==> config.mk <==
export PLATFORM = sky130hd
export DESIGN_NAME = reg_seq_ctrl
export DESIGN_NICKNAME = d
export VERILOG_FILES = /design/src/rtl/reg_seq_pkg.sv /design/src/rtl/alu8.sv /design/src/rtl/reg_seq_ctrl.sv
export SDC_FILE = /design/constraint.sdc
export NUM_CORES = 1
export LEC_CHECK = 0
export BUFFER_PORTS_ARGS = -buffer_cell sky130_fd_sc_hd__buf_2
export CAP_MARGIN = 15
export CORE_AREA = 2 2 110 112
export CTS_BUF_LIST = sky130_fd_sc_hd__clkbuf_16
export DETAILED_ROUTE_END_ITERATION = 8
export DIE_AREA = 0 0 112 114
export SLEW_MARGIN = 10
export SYNTH_ARGS = -nofsm -noshare
export SYNTH_HDL_FRONTEND = slang
export SYNTH_SLANG_ARGS = --single-unit
==> constraint.sdc <==
create_clock -name CLK -period 6.05 [get_ports CLK]
set_clock_uncertainty 0.1 [all_clocks]
set_input_delay 0.3025 -clock CLK [delete_from_list [all_inputs] [get_ports CLK]]
set_output_delay 0.3025 -clock CLK [all_outputs]
set_load 0.005 [all_outputs]
==> src/rtl/reg_seq_pkg.sv <==
// Shared constants, opcode map and FSM state type for the register-file sequencer.
package reg_seq_pkg;

  localparam int unsigned DATA_W  = 8;
  localparam int unsigned SEL_W   = 3;
  localparam int unsigned OP_W    = 4;
  localparam int unsigned INSTR_W = 16;

  // Instruction field positions (imm8 overlaps SA/SB; only LDI uses it)
  localparam int unsigned OP_LSB  = 12;
  localparam int unsigned DR_LSB  = 9;
  localparam int unsigned SA_LSB  = 6;
  localparam int unsigned SB_LSB  = 3;
  localparam int unsigned IMM_LSB = 0;

  localparam logic [OP_W-1:0] OP_NOP = 4'd0;
  localparam logic [OP_W-1:0] OP_ADD = 4'd1;
  localparam logic [OP_W-1:0] OP_SUB = 4'd2;
  localparam logic [OP_W-1:0] OP_AND = 4'd3;
  localparam logic [OP_W-1:0] OP_OR  = 4'd4;
  localparam logic [OP_W-1:0] OP_XOR = 4'd5;
  localparam logic [OP_W-1:0] OP_MOV = 4'd6;
  localparam logic [OP_W-1:0] OP_LDI = 4'd7;
  localparam logic [OP_W-1:0] OP_SHL = 4'd8;
  localparam logic [OP_W-1:0] OP_SHR = 4'd9;

  typedef enum logic [1:0] {S_IDLE, S_READ, S_EXEC, S_WB} state_e;

  function automatic logic op_writes(input logic [OP_W-1:0] op);
    return (op >= OP_ADD) && (op <= OP_SHR);
  endfunction

  function automatic logic op_illegal(input logic [OP_W-1:0] op);
    return op > OP_SHR;
  endfunction

  function automatic logic op_sets_carry(input logic [OP_W-1:0] op);
    return (op == OP_ADD) || (op == OP_SUB);
  endfunction

endpackage

==> src/rtl/alu8.sv <==
// Combinational 8-bit ALU; carry is carry-out for ADD and borrow for SUB.
module alu8
  import reg_seq_pkg::*;
(
  input  logic [OP_W-1:0]   op,
  input  logic [DATA_W-1:0] a,
  input  logic [DATA_W-1:0] b,
  input  logic [DATA_W-1:0] imm,
  output logic [DATA_W-1:0] result,
  output logic              zero,
  output logic              carry
);

  logic [DATA_W:0] wide;

  always_comb begin
    wide   = '0;
    result = '0;
    carry  = 1'b0;
    case (op)
      OP_ADD: begin
        wide   = {1'b0, a} + {1'b0, b};
        result = wide[DATA_W-1:0];
        carry  = wide[DATA_W];
      end
      OP_SUB: begin
        wide   = {1'b0, a} - {1'b0, b};
        result = wide[DATA_W-1:0];
        carry  = wide[DATA_W];
      end
      OP_AND:  result = a & b;
      OP_OR:   result = a | b;
      OP_XOR:  result = a ^ b;
      OP_MOV:  result = a;
      OP_LDI:  result = imm;
      OP_SHL:  result = {a[DATA_W-2:0], 1'b0};
      OP_SHR:  result = {1'b0, a[DATA_W-1:1]};
      default: result = '0;
    endcase
    zero = (result == '0);
  end

endmodule

==> src/rtl/reg_seq_ctrl.sv <==
// Four-cycle instruction sequencer driving the 8x8 register file:
// accept, read operands, execute, write back.
module reg_seq_ctrl
  import reg_seq_pkg::*;
(
  input  logic               CLK,
  input  logic               RESET,
  input  logic [INSTR_W-1:0] INSTR,
  input  logic               INSTR_VALID,
  output logic               INSTR_READY,
  output logic [SEL_W-1:0]   SA,
  output logic [SEL_W-1:0]   SB,
  input  logic [DATA_W-1:0]  OUTA,
  input  logic [DATA_W-1:0]  OUTB,
  output logic [SEL_W-1:0]   DR,
  output logic               LD,
  output logic [DATA_W-1:0]  D_out,
  output logic               DONE,
  output logic               ERR,
  output logic               FLAG_Z,
  output logic               FLAG_C
);

  state_e              state_q, state_d;
  logic [INSTR_W-1:0]  instr_q;
  logic [DATA_W-1:0]   opa_q, opb_q;
  logic [OP_W-1:0]     op_c;
  logic [DATA_W-1:0]   alu_res_c;
  logic                alu_z_c, alu_c_c;

  assign op_c = instr_q[OP_LSB +: OP_W];

  alu8 u_alu (
    .op     (op_c),
    .a      (opa_q),
    .b      (opb_q),
    .imm    (instr_q[IMM_LSB +: DATA_W]),
    .result (alu_res_c),
    .zero   (alu_z_c),
    .carry  (alu_c_c)
  );

  always_ff @(posedge CLK) begin
    if (RESET) state_q <= S_IDLE;
    else       state_q <= state_d;
  end

  always_comb begin
    state_d = state_q;
    case (state_q)
      S_IDLE:  if (INSTR_VALID) state_d = S_READ;
      S_READ:  state_d = S_EXEC;
      S_EXEC:  state_d = S_WB;
      S_WB:    state_d = S_IDLE;
      default: state_d = S_IDLE;
    endcase
  end

  // Outputs are registered from the upcoming state so each pulse lands in its own cycle.
  always_ff @(posedge CLK) begin
    if (RESET) begin
      INSTR_READY <= 1'b1;
      instr_q     <= '0;
      opa_q       <= '0;
      opb_q       <= '0;
      SA          <= '0;
      SB          <= '0;
      DR          <= '0;
      LD          <= 1'b0;
      D_out       <= '0;
      DONE        <= 1'b0;
      ERR         <= 1'b0;
      FLAG_Z      <= 1'b0;
      FLAG_C      <= 1'b0;
    end else begin
      INSTR_READY <= (state_d == S_IDLE);
      LD          <= 1'b0;
      DONE        <= 1'b0;
      ERR         <= 1'b0;
      case (state_q)
        S_IDLE: begin
          if (INSTR_VALID) begin
            instr_q <= INSTR;
            SA      <= INSTR[SA_LSB +: SEL_W];
            SB      <= INSTR[SB_LSB +: SEL_W];
            DR      <= INSTR[DR_LSB +: SEL_W];
          end
        end
        S_READ: begin
          opa_q <= OUTA;
          opb_q <= OUTB;
        end
        S_EXEC: begin
          DONE <= 1'b1;
          ERR  <= op_illegal(op_c);
          if (op_writes(op_c)) begin
            LD     <= 1'b1;
            D_out  <= alu_res_c;
            FLAG_Z <= alu_z_c;
            if (op_sets_carry(op_c)) FLAG_C <= alu_c_c;
          end
        end
        default: ;
      endcase
    end
  end

endmodule

==> impl_metrics.ini <==
[run_status]
status = completed

[final_layout]
fillCellCount = 1260
final_nets = 519
final-seq-area_um2 = 961
multiInputGateArea_um2 = 2130
drive_gt1_share_pct = 17.8
syn_to_final_growth_pct = 12.7
diodes = 0

[grt]
grt_max_degree = 46
grt_usage_pct = 14.4
antenna_found_initial = 0
grt_overflow = 0
grt_first_pass_wirelength_um = 14900
grt_pass1_vias = 2872

[setup_path]
crit_family = simple AND/OR/NAND/NOR gates
path_max_fanout = 8
cp.arrival_ns = 3.29
start_kind = register
max_stage_delay_ns = 0.52
slowest_stage = dfxtp_1
critPathLaunch = opa_q[1]
end_kind = register
path_class = reg -> reg
path_cells = inv_1 > ha_1 > or2_1 > a221oi_1 > a221oi_2 > mux2i_1 > or4_1 > or3_1 > o21ai_2
cp.required_ns = 6.18
path_buf_inv = 1
r2r-start = opa_q[1]

[sta]
fin_crit_ns = 3.16
slew_violations = 0
fmax_mhz = 316
fin_setup_tns_ns = 0
rsz0062_at_grt = no
final.period_utilization_pct = 52.3
maxSlewHeadroom_pct = 31.9
final_hold_viol_count = 0
tightest_slew_ns = 1.02
setup_viol = 0

[drt]
viasPerCell = 5.16
firstDrtPassIters = 5
drt_wl_total_um = 9290
ant_nets = 0
num_vias = 3106
drc = 0
drtIter0Drc = 269
wl_per_cell_um = 15.4

[logic_synthesis]
ys_ff_latch = 48
syn_nets = 488
synth_top_cell_by_area = dfxtp_1
async_flop_share_pct = 0
synth_edf_count = 0
synth_area_per_cell_um2 = 8.00
syn-cell-area_um2 = 3390
synthTopCellsByArea = dfxtp_1 28%, ha_1 10%, mux2i_1 5.9%
synth_top_area_share_pct = 28.3
ys.flop_type = dfxtp_1
syn_inst = 424
yosys_warnings = 0
yosysMostFrequentCell = nor2_1
ys_types = 74
synth_seq_area_share_pct = 28.3
yosys-top-cells-count = 51 x nor2_1, 48 x dfxtp_1, 43 x nand2_1

[min_path]
min_from = INSTR[4]
min-delay-path-class = in -> reg

[cts]
cts_root_buffer = clkbuf_16
cts_buffers = 5
cts_resized = 0
holdBufCountCts = 0
cts.sinks = 48
cts_tree = built
clk_latency_ns = 0.29
cts.clk_slew.worst_paths_ns = 0.07
clockBufferDepth = 2
cts_max_level = 2
post_cts_buffers = 0

[power_and_ir_drop]
p_sw_w = 0.000583
fin_total_pwr_w = 0.00140
sw_frac_of_total_pct = 41.7
p_leak_nw = 1.57
p_seq_share_pct = 33.0
ir_drop_mv = 0.166
power_frac_clock_pct = 19.5
intPower_w = 0.000815
powerDensity_nw_per_um2 = 366
combPwrFrac_pct = 47.5

[floorplanning]
start_util_pct = 29.0
core_um2 = 11700
fp-row-count = 40
io-pin-count = 58
die_w_um = 112
fp.dieArea_um2 = 12800
die_h_um = 114

[flow_run]
drv_cap = 0

[placement]
place_congestion = 0.965
post-dp-hpwl_um = 6900
io_buffers = 57
==> metrics by stage <==
stage               std cells  worst slack [ns]  hold slack, ns  instance area [um^2]  util (%)
floorplan                 424              3.25           0.334                  3390         -
global placement          595              3.00           0.340                  3690      31.5
detailed placement        595              2.94           0.354                  3690      31.5
CTS                       602              2.89           0.143                  3820      32.6
global route              602              2.71           0.144                  3820      32.6
finish                    602              2.89           0.144                  3820      32.6
==> area by class of cell <==
cell class                      instances  share of cell area [%]
Multi-Input combinational cell        313                    55.8
Sequential cell                        48                    25.1
Timing Repair Buffer                   60                    8.05
Clock inverter                          2                   0.327
Clock buffer                            5                    3.27
Tap cell                              147                    4.81
Inverter                               27                    2.65
==> worst register-to-register path, delay by kind of cell (launching register included) <==
family                   cells  cell delay (ns)
adder cells (fa/ha/maj)      1             0.36
multiplexers                 1             0.15
buffers and inverters        1             0.14
flip-flops                   1             0.52
AO/OA/AOI/OAI                3             0.73
AND/OR/NAND/NOR              3             1.10
==> cells by family after synthesis <==
group	after synthesis	share of synthesized area [%]
buffers and inverters	63	8.82
XOR/XNOR	4	1.03
AND/OR/NAND/NOR	158	23.2
AO/OA/AOI/OAI	99	20.5
multiplexers	23	6.90
adder cells (fa/ha/maj)	29	11.1
flip-flops	48	28.3
==> placed cells by master (no fill, tap or decap), types with 5 or more instances in the layout <==
cell / instances
nor2_1: 51
ha_1: 27
o21ai_0: 11
nor2b_1: 14
dfxtp_1: 48
mux2i_1: 20
a21oi_1: 29
nor3_1: 10
a22o_1: 5
nand2b_1: 5
clkbuf_16: 5
inv_1: 27
nand3_1: 7
nand2_1: 43
buf_2: 57
==> final timing paths <==
kind	slack (ns)	depth (start not counted)	endpoint
hold reg to reg	0.36	2	DR[0]
setup / recovery	2.89	9	FLAG_Z
hold / removal	0.14	3	SB[1]
setup reg to reg	2.89	9	FLAG_Z
==> metal layers <==
metal	part of all wire (%)	GRT usage, %	up-vias	wire, um
met4	2.2	5.45	0	208
met3	6.0	2.55	15	556
met1	47	20.0	1449	4340
li1	-	-	1536	-
met5	0	0	-	0
met2	45	22.5	106	4190
==> power groups by stage <==
stage | sequential [W] | combinational [W] | clock [W]
global route | 0.000472 | 0.000746 | 0.000296
detailed placement | 0.000467 | 0.000662 | 0
finish | 0.000461 | 0.000664 | 0.000273
global placement | 0.000463 | 0.000659 | 0
floorplan | 0.000431 | 0.000537 | 0
CTS | 0.000460 | 0.000665 | 0.000283
==> state kept, by name, summed over array words and instances, names as in the netlist, 2 cells and up <==
register and cells:
opb_q 8, SA 2, DR 2, opa_q 8, SB 2, instr_q 10, state_q 2, D_out 8
Note: power is estimated with default switching activity, not from simulation.
